**src/rtl/seq_div_64by32.sv**
```systemverilog
// seq_div_64by32: iterative restoring divider, 2W-bit dividend by W-bit divisor, one quotient bit per clock
module seq_div_64by32 #(
    parameter int W = 32
) (
    input  logic           clk,
    input  logic           rst_n,
    input  logic           in_valid,
    output logic           in_ready,
    input  logic [2*W-1:0] dividend,
    input  logic [W-1:0]   divisor,
    output logic           out_valid,
    input  logic           out_ready,
    output logic [W-1:0]   quotient,
    output logic [W-1:0]   remainder,
    output logic           ovf
);
    localparam int CW = $clog2(W);

    typedef enum logic [1:0] {IDLE, CALC, DONE} state_t;

    state_t        state, state_nxt;
    logic [W-1:0]  r, q, d;
    logic [CW-1:0] cnt;
    logic [W:0]    t;
    logic          ge, accept, ovf_chk, last;
    logic [W-1:0]  r_nxt;

    // One restoring step: the W+1-bit trial value keeps the compare exact for divisors >= 2^(W-1)
    always_comb begin
        t       = {r, q[W-1]};
        ge      = t >= {1'b0, d};
        r_nxt   = ge ? W'(t - {1'b0, d}) : t[W-1:0];
        accept  = (state == IDLE) && in_valid;
        ovf_chk = (divisor == '0) || (dividend[2*W-1:W] >= divisor);
        last    = cnt == CW'(W - 1);
        in_ready  = state == IDLE;
        out_valid = state == DONE;
    end

    // State register
    always_ff @(posedge clk or negedge rst_n) begin
        if (!rst_n) state <= IDLE;
        else        state <= state_nxt;
    end

    // Next-state: overflow short-circuits straight to DONE, otherwise W CALC cycles
    always_comb begin
        state_nxt = state;
        unique case (state)
            IDLE:    state_nxt = in_valid ? (ovf_chk ? DONE : CALC) : IDLE;
            CALC:    state_nxt = last ? DONE : CALC;
            DONE:    state_nxt = out_ready ? IDLE : DONE;
            default: state_nxt = IDLE;
        endcase
    end

    // Datapath: load on accept, shift/subtract in CALC, publish result on the last step
    always_ff @(posedge clk or negedge rst_n) begin
        if (!rst_n) begin
            r         <= '0;
            q         <= '0;
            d         <= '0;
            cnt       <= '0;
            quotient  <= '0;
            remainder <= '0;
            ovf       <= 1'b0;
        end else if (accept) begin
            if (ovf_chk) begin
                quotient  <= '1;
                remainder <= '0;
                ovf       <= 1'b1;
            end else begin
                r   <= dividend[2*W-1:W];
                q   <= dividend[W-1:0];
                d   <= divisor;
                cnt <= '0;
                ovf <= 1'b0;
            end
        end else if (state == CALC) begin
            r   <= r_nxt;
            q   <= {q[W-2:0], ge};
            cnt <= last ? '0 : cnt + 1'b1;
            if (last) begin
                quotient  <= {q[W-2:0], ge};
                remainder <= r_nxt;
            end
        end
    end
endmodule

```
**config.mk**
```make
export PLATFORM = sky130hd
export DESIGN_NAME = seq_div_64by32
export DESIGN_NICKNAME = d
export VERILOG_FILES = /design/src/rtl/seq_div_64by32.sv
export SDC_FILE = /design/constraint.sdc
export NUM_CORES = 1
export LEC_CHECK = 0
export BUFFER_PORTS_ARGS = -buffer_cell sky130_fd_sc_hd__buf_2
export CORE_MARGIN = 10
export CORE_UTILIZATION = 35
export DETAILED_ROUTE_END_ITERATION = 16
export SETUP_SLACK_MARGIN = 0.4
export SLEW_MARGIN = 40
export SYNTH_ARGS = -nofsm -noshare
export SYNTH_HDL_FRONTEND = slang
export SYNTH_SLANG_ARGS = --single-unit
```
**constraint.sdc**
```tcl
create_clock -name clk -period 8.1 [get_ports clk]
set_clock_uncertainty 0.2 [all_clocks]
set_input_delay 0.405 -clock clk [delete_from_list [all_inputs] [get_ports clk]]
set_output_delay 0.405 -clock clk [all_outputs]
set_load 0.02 [all_outputs]
```
# Word level (Yosys, flattened, before mapping)
# Cells that the tools add are included.
[word_totals] regBits=168 input_bits=100 output_inout_bits=67 wordCells=52
[op_classes] n_addsub=2 n_lt_le_gt_ge=2 n_eq_ne=5 mux=25 bitwise=1 reduce_logical=9
[ops] op="$mux 32" n=15
[ops] op="$ge 33x32->1" n=1
[ops] op="$ge 32x32->1" n=1
[ops] op="$logic_not 32->1" n=1
[ops] op="$sub 32x32->32" n=1
[ops] op="$mux 5" n=4
[ops] op="$mux 2" n=4
[ops] op="$pmux 2 s3" n=1
[ops] op="$add 5x1->5 const B" n=1
[ops] op="$eq 5x5->1 const B" n=1
[ops] op="$reduce_and 2->1" n=2
[ops] op="$reduce_bool 2->1" n=2
[ops] op="$reduce_and 3->1" n=1
[ops] op="$eq 2x1->1 const B" n=1
[ops] op="$eq 2x2->1 const B" n=1
[ops] op="$logic_not 2->1" n=1
[ops] op="$ne 2x1->1 const B" n=1
[ops] op="$ne 2x2->1 const B" n=1
[ops] op="$logic_and 1x1->1" n=1
[ops] op="$logic_or 1x1->1" n=1
[ops] op="$mux 1" n=1
[ops] op="$not 1->1" n=1

# Logic depth before layout (Yosys ltp)
# Gate-level depths: netlist (run 1).
[depth] ltp_word=5 depth_mapped=14 ltp_nobuf=13

# Worst setup path after synthesis (run 1)
# OpenSTA, ideal clock, no wires.
[synth_timing] kind="register to register" from="register q[31]" to="register r[22]" setup_ns=0.094 t_arrival_ns=2.824 path_slack_ns=4.982 path_stages_with_launch=14 n_path_buf=0 period_less_slack_ns=3.118 path_cell_list="dfrtp_1 inv_1 ha_1 inv_1 fa_1 a21o_1 a221o_1 a221o_1 o2111ai_1 nand2_1 a31oi_1 xnor2_1 mux2i_1 a211oi_1"
[synth_via] elab_chain_cells=4 elab_cells_between_ends=5 classes_between="add/sub: 1; order compare: 1; mux: 3"
[synth_lines] item="from (decl)" line_no="22" source="logic [W-1:0] r, q, d;"
[synth_lines] item="from (signal assigned)" line_no="74" source="q <= dividend[W-1:0];"
[synth_lines] item="from (signal assigned)" line_no="81" source="q <= {q[W-2:0], ge};"
[synth_lines] item="$sub 32x32->32 / $ge 33x32->1 (equally long branches)" line_no="32, 31"
[synth_lines] item="$mux 32 (*)" line_no="32" source="r_nxt = ge ? W'(t - {1'b0, d}) : t[W-1:0];"
[synth_lines] item="$mux 32 (*)" line_no="79" source="end else if (state == CALC) begin"
[synth_lines] item="$mux 32 (*)" line_no="67" source="end else if (accept) begin"
[synth_lines] item="to (signal assigned)" line_no="73" source="r <= dividend[2*W-1:W];"
[synth_lines] item="to (signal assigned)" line_no="80" source="r <= r_nxt;"
[synth_lines] item="to (decl)" line_no="22"
# Mark *: on every way between the ends. The rest lies on a longest branch, timed or not. The select of a mux whose other input is x is not followed.
# A chain may end at the register's enable or synchronous reset.

# Final worst setup path (run 1)
[layout_timing] from="input port divisor[0]" to="register q[9]"
[layout_via] elab_chain_cells=4 elab_cells_between_ends=5 classes_between="order compare: 1; eq/ne: 1; reduce/logical: 3"
[layout_lines] item="from (decl)" line_no="10" source="input logic [W-1:0] divisor,"
[layout_lines] item="$ge 32x32->1 / $logic_not 32->1 (equally long branches)" line_no="34" source="ovf_chk = (divisor == '0) || (dividend[2*W-1:W] >= divisor);"
[layout_lines] item="$logic_or 1x1->1 (*)" line_no="34"
[layout_lines] item="$ne 2x2->1 (no line) (*)"
[layout_lines] item="$reduce_and 2->1 (no line) (*)"
# Mark *: on every way between the ends. The rest lies on a longest branch, timed or not.

==> impl_metrics.tcl, run 1 <==
set metrics [dict create \
    finalSetupTns_ns 0 \
    syn_to_final_growth_pct 19.2 \
    dieArea_sq_mm 0.0350 \
    arrival_ns 4.75 \
    routed_wirelength_um 30100 \
    leakagePower_nw 5.28 \
    clock.fmax_mhz 218 \
    grt_pass1_vias 8751 \
    ys_seq_area_share_pct 43.0 \
    synth_area_sq_mm 0.00978 \
    synth-async-reset-ratio_pct 100 \
    fin_cells 1622 \
    grt_first_pass_wirelength_um 48800 \
    finalSetupViolations 0 \
    hold_viol_final 0 \
    r2r_slack_ns 4.06 \
    numCtsBuffers 17 \
    pre_cts_slack_ns 3.18 \
    ant_nets 0 \
    grt_max_degree 74 \
    path_class "input port to register" \
    tightest_slew_ns 0.781 \
    holdPathEnd "q[7]$_DFFE_PN0P_" \
    max_stage_delay_ns 0.71 \
    yosysTopAreaCellShare_pct 43.0 \
    htreeDepth 4 \
    synthCells 1090 \
    critPathMaxFanout 62 \
    status "complete, no violations" \
    synth_cell_type_count 68 \
    slew_headroom_pct 47.8 \
    drt-wirelength-per-cell_um 18.6 \
    cap_viol_max_count 0 \
    reg2regPathDepth 11 \
    synth.area.top_cells "dfrtp_1 43%, ha_1 8.4%, nand2_1 6.6%" \
    finalWeightedCongestion 0.852 \
    drive_gt1_share_pct 18.4 \
    finalWorstSetupSlack_ns 3.51 \
    synth_edf_count 0 \
    required_ns 8.26 \
    r2r_end "r[0]$_DFFE_PN0P_" \
    syn_nets 1257 \
    fp.dieH_um 187 \
    fin_total_pwr_mw 5.37 \
    cts_resized 0 \
    slowest_stage "a2111oi_0" \
    antenna_found_initial 6 \
    peakVddDrop_mv 0.165 \
    drt_iter0_markers 529 \
    path_cells "buf_2 > ha_1 > nand2b_1 > a2111oi_0 > o31ai_1 > a2111oi_0 > or4_1 > nand3_1 > nand2_2 > buf_4 > nor2_1 > a31oi_1" \
    min_path_cells 3 \
    placed_cells 1584 \
    ys_warn_count 0 \
    final_core_util_pct 42.1 \
    grt_overflow 0 \
    grt_use_total_pct 17.1 \
    worst_setup_path_end_kind "register" \
    fin_crit_sh_pct 56.6 \
    critPathLaunchType "input port" \
    firstDrtPassIters 5 \
    period_minus_slack_ns 4.59 \
    synth_area_per_cell_sq_um 8.97 \
    fillerInstances 2779 \
    vias_per_cell 5.24 \
    worst_hold_path_type "input port to register" \
    root_buffer "clkbuf_16" \
    post-route-drc-count 0 \
    port-buffer-count 166 \
    dpl.hpwl_um 22400 \
    crit-reg2reg-launch "r[3]$_DFFE_PN0P_" \
    core.rowCount 61 \
    yosysTopAreaCell "dfrtp_1" \
    tritoncts "yes" \
    synth_flop_cell "dfrtp_1" \
    p_per_area_mw_per_mm2 461 \
    core-area_sq_mm 0.0277 \
    final_nets 1396 \
    clk_pin_slew_worst_paths_ns 0.08 \
    io_pins 167 \
    grt_setup_unrepaired "no" \
    vias 8505 \
    clock_latency_ns 0.44 \
    cp_common_cell "a2111oi_0" \
    cts_buffer_depth 2 \
    die_x_um 187 \
    initial_utilization_pct 35.3 \
    synth-seq-cells 168 \
    hold_start "dividend[7]" \
    cts.sinks 168 \
    slew_violations 0 \
]
[sequential cells by signal, indices dropped and copies added, names as in the netlist]
name       count
remainder     32
r             32
state          2
q             32
quotient      32
ovf            1
d             32
cnt            5
[report_power, final]
group          switching (mW)  leakage, nW  internal, mW  total, mW
combinational            1.91         3.04          1.24       3.15
clock                   0.392        0.306         0.502      0.893
sequential              0.197         1.93          1.13       1.33
[placed cells by master, fill, tap and decap left out, drive strengths merged, types with 4 or more instances in the layout]
master	Yosys	routed
xor2	11	11
a211oi	32	32
and3	12	12
a2111oi	5	5
o211ai	4	4
nand2	172	172
nand2b	7	7
dfrtp	168	168
nor2	86	86
nand3	11	11
inv	70	79
nor4	10	10
a31oi	43	43
a21oi	43	43
o22a	31	31
o31ai	5	5
a21o	18	18
nor2b	8	8
nor3	35	35
and2	5	5
clkbuf	42	17
o21ai	84	84
ha	66	66
mux2i	28	28
xnor2	17	17
nand4	8	8
o21a	5	5
buf	21	180
[kinds of logic after synthesis]
kind of cell	share of synthesized area [%]
xor+xnor	2.51
fa+ha+maj	8.65
compound gates	20.5
simple gates	16.5
mux	3.21
flops	43.0
buf+inv	5.72
[what timing repair did]
action | CTS | global route
hold buffers | 3 | 0
buffers inserted | 0 | 0
hold endpoints to repair | 31 | 0
[critical path: cells and delay by family]
kind	cells	cell delay, ns
simple gates	5	1.54
fa+ha+maj	1	0.26
buf+inv	2	0.79
compound gates	4	1.72
[worst max-delay path by stage]
| stage | depth (start not counted) | start | end | slack (ns) |
|---|---|---|---|---|
| after global placement | 12 | divisor[0] | q[21]$_DFFE_PN0P_ | 3.36 |
| after floorplan | 13 | q[31]$_DFFE_PN0P_ | r[22]$_DFFE_PN0P_ | 4.98 |
| after CTS | 12 | divisor[0] | q[9]$_DFFE_PN0P_ | 3.65 |
| final | 12 | divisor[0] | q[9]$_DFFE_PN0P_ | 3.51 |
| after detailed placement | 12 | divisor[0] | q[9]$_DFFE_PN0P_ | 3.18 |
| after global routing | 12 | divisor[0] | q[17]$_DFFE_PN0P_ | 3.20 |
[cells in the mapped netlist, drive strengths merged (21+ instances only)]
library cell,n
nand2,172
dfrtp,168
nor2,86
o21ai,84
inv,70
ha,66
a21oi,43
a31oi,43
clkbuf,42
nor3,35
a211oi,32
o22a,31
mux2i,28
buf,21
[through the flow]
| step | instance area [sq um] | hold WS (ns) |
|---|---|---|
| 5_1_grt | 11600 | 0.0103 |
| 3_5_place_dp | 11000 | 0.106 |
| 2_1_floorplan | 9780 | -0.0906 |
| 6_report | 11700 | 0.0118 |
| 4_1_cts | 11600 | 0.00182 |
| 3_3_place_gp | 10900 | 0.106 |
[final cells by class]
class	instances	area (sq um)	share of cell area (%)
Tap cell	378	473	4.06
Timing Repair Buffer	183	1030	8.85
Antenna cell	2	5.00	0.0430
Inverter	70	263	2.26
Sequential cell	168	4200	36.1
Multi-Input combinational cell	789	5040	43.3
Clock buffer	17	425	3.65
Clock inverter	15	208	1.78
[metal layers]
layer	part of all wire (%)	vias to the layer above	track usage (%)
met2	46	248	27.2
met1	45	4060	21.6
met4	1.9	8	5.12
met5	0.17	-	0
li1	-	4142	-
met3	7.2	47	5.48
No activity file was read; power rests on OpenSTA's default activity.
==> run 2, diff against run 1 <==
==> constraint.sdc (replaced) <==
create_clock -name clk -period 4 [get_ports clk]
set_clock_uncertainty 0.2 [all_clocks]
set_input_delay 0.2 -clock clk [delete_from_list [all_inputs] [get_ports clk]]
set_output_delay 0.2 -clock clk [all_outputs]
set_load 0.02 [all_outputs]
==> impl_metrics.tcl, run 2 (synthesis results as in run 1) <==
set metrics [dict create \
    drt-wirelength-per-cell_um 18.5 \
    seqPwrFrac_pct 23.5 \
    p_per_area_mw_per_mm2 892 \
    cp.buffers_inverters 2 \
    initial_utilization_pct 35.3 \
    worst_setup_path_end_kind "register" \
    syn_to_final_growth_pct 31.5 \
    antenna_found_initial 3 \
    cts_buffer_depth 2 \
    grt_setup_unrepaired "yes" \
    vias 9047 \
    tightest_slew_ns 0.812 \
    post-route-drc-count 0 \
    fillerInstances 2646 \
    clkPwrFrac_pct 15.0 \
    fin_crit_sh_pct 86.8 \
    cts.sinks 168 \
    switchingPower_mw 5.37 \
    core.rowCount 61 \
    leakagePower_nw 5.79 \
    hold_viol_final 0 \
    status "complete, no violations" \
    clock.fmax_mhz 288 \
    layout_common_cells "168 x nand2_1, 168 x dfrtp_1, 165 x buf_2" \
    root_buffer "clkbuf_16" \
    path_class "register to register" \
    period_minus_slack_ns 3.47 \
    grt_max_degree 68 \
    io_pins 167 \
    fin_total_pwr_mw 11.5 \
    routed_wirelength_um 32100 \
    p_comb_share_pct 61.5 \
    clock_latency_ns 0.45 \
    path_cells "inv_1 > ha_2 > a21oi_4 > o21ai_2 > a2111oi_4 > nor3_2 > a311o_1 > o221ai_1 > nor3b_4 > buf_12 > mux2_1 > a211oi_1" \
    drt_iter0_markers 473 \
    p_sw_share_pct 46.8 \
    grt_overflow 0 \
    numCtsBuffers 17 \
    finalSetupTns_ns 0 \
    tritoncts "yes" \
    hold_ws_ns 0.0280 \
    vias_per_cell 5.21 \
    finalSetupViolations 0 \
    grt_pass1_vias 9376 \
    port-buffer-count 166 \
    required_ns 4.15 \
    arrival_ns 3.62 \
    finalWeightedCongestion 0.878 \
    drive_gt1_share_pct 19.3 \
    dieArea_sq_mm 0.0350 \
    cap_viol_max_count 0 \
    slowest_stage "dfrtp_1" \
    ant_nets 0 \
    peakVddDrop_mv 0.350 \
    critPathLaunchType "register" \
    slew_violations 0 \
    final_nets 1510 \
    die_x_um 187 \
    fp.dieH_um 187 \
    dpl.hpwl_um 22800 \
    grt_use_total_pct 17.9 \
    p_int_mw 6.10 \
    firstDrtPassIters 5 \
    critPathMaxFanout 12 \
    core-area_sq_mm 0.0277 \
    slew_headroom_pct 45.7 \
    r2r_slack_ns 0.53 \
    crit_family "compound AO/OA/AOI/OAI gates" \
    htreeDepth 4 \
    max_stage_delay_ns 0.37 \
    grt_first_pass_wirelength_um 51500 \
    worst_hold_path_type "input port to asynchronous set/reset pin" \
    clk_pin_slew_worst_paths_ns 0.08 \
]
==> run 2: changes by cell type in the layout (fill, tap and decap cells not counted), sizes merged <==
cell         before  now
buf             180  199
clkbuf           17   18
clkinv            1    7
inv              79   78
bufinv            3    0
dlygate4sd3       3   97
clkinvlp          2    0
==> run 2: worst paths after layout <==
| kind | startpoint | endpoint | cells past startpoint |
|---|---|---|---|
| setup / recovery | d[20]$_DFFE_PN0P_ | r[0]$_DFFE_PN0P_ | 12 |
| setup reg to reg | d[20]$_DFFE_PN0P_ | r[0]$_DFFE_PN0P_ | 12 |
| min in group clk | dividend[0] | q[0]$_DFFE_PN0P_ | 4 |
| hold / removal | rst_n | remainder[9]$_DFFE_PN0P_ | 2 |
| hold reg to reg | cnt[3]$_DFFE_PN0P_ | cnt[3]$_DFFE_PN0P_ | 1 |
| max in group asynchronous | rst_n | ovf$_DFFE_PN0P_ | 4 |
==> run 2: through the flow <==
stage,util [%],cells,area [sq um],setup slack (ns)
after floorplan,-,1090,9780,0.882
after global placement,39.7,1590,11000,0.359
after detailed placement,39.9,1592,11100,0.378
after CTS,45.7,1721,12700,0.426
after global routing,46.4,1735,12900,0.392
final,46.4,1736,12900,0.527
==> run 2: power by group through the flow <==
stage | registers, mW | logic, mW | clock network [mW]
after floorplan | 2.65 | 4.86 | 0
after global placement | 2.70 | 6.36 | 0
after detailed placement | 2.71 | 6.49 | 0
after CTS | 2.69 | 6.61 | 1.76
after global routing | 2.76 | 7.78 | 1.83
final | 2.69 | 7.05 | 1.73
==> run 2: timing repair <==
| item | in CTS | in global routing |
|---|---|---|
| gates resized for setup | 1 | 14 |
| setup buffers | 0 | 12 |
| gates cloned | 0 | 1 |
| pin swaps | 0 | 7 |
| endpoints found under the setup margin | 3 | 59 |
| hold buffers | 97 | 0 |
| hold endpoints to repair | 236 | 0 |
==> run 2: worst reg2reg max path: cells and delay by family (launching register included) <==
kind	cells	cell delay, ns
compound gates	6	1.41
fa+ha+maj	1	0.33
buf+inv	2	0.28
mux	1	0.36
simple gates	2	0.42
flops	1	0.37
==> run 2: area by class of cell <==
cell class,instances,area (sq um),share of cell area [%]
sequential,168,4200,32.7
timing repair buffer,297,2200,17.1
clock inverter,15,191,1.49
multi-input combinational,789,5100,39.6
inverter,70,263,2.04
tap,378,473,3.68
clock buffer,17,425,3.31
antenna,2,5.00,0.0389
==> run 2: per-layer routing <==
metal,GRT usage [%],share of wire (%),up-vias
met5,0,0.022,-
met4,4.68,1.8,2
met3,4.75,6.2,41
met2,29.3,47,241
met1,22.9,45,4386
li1,-,-,4377
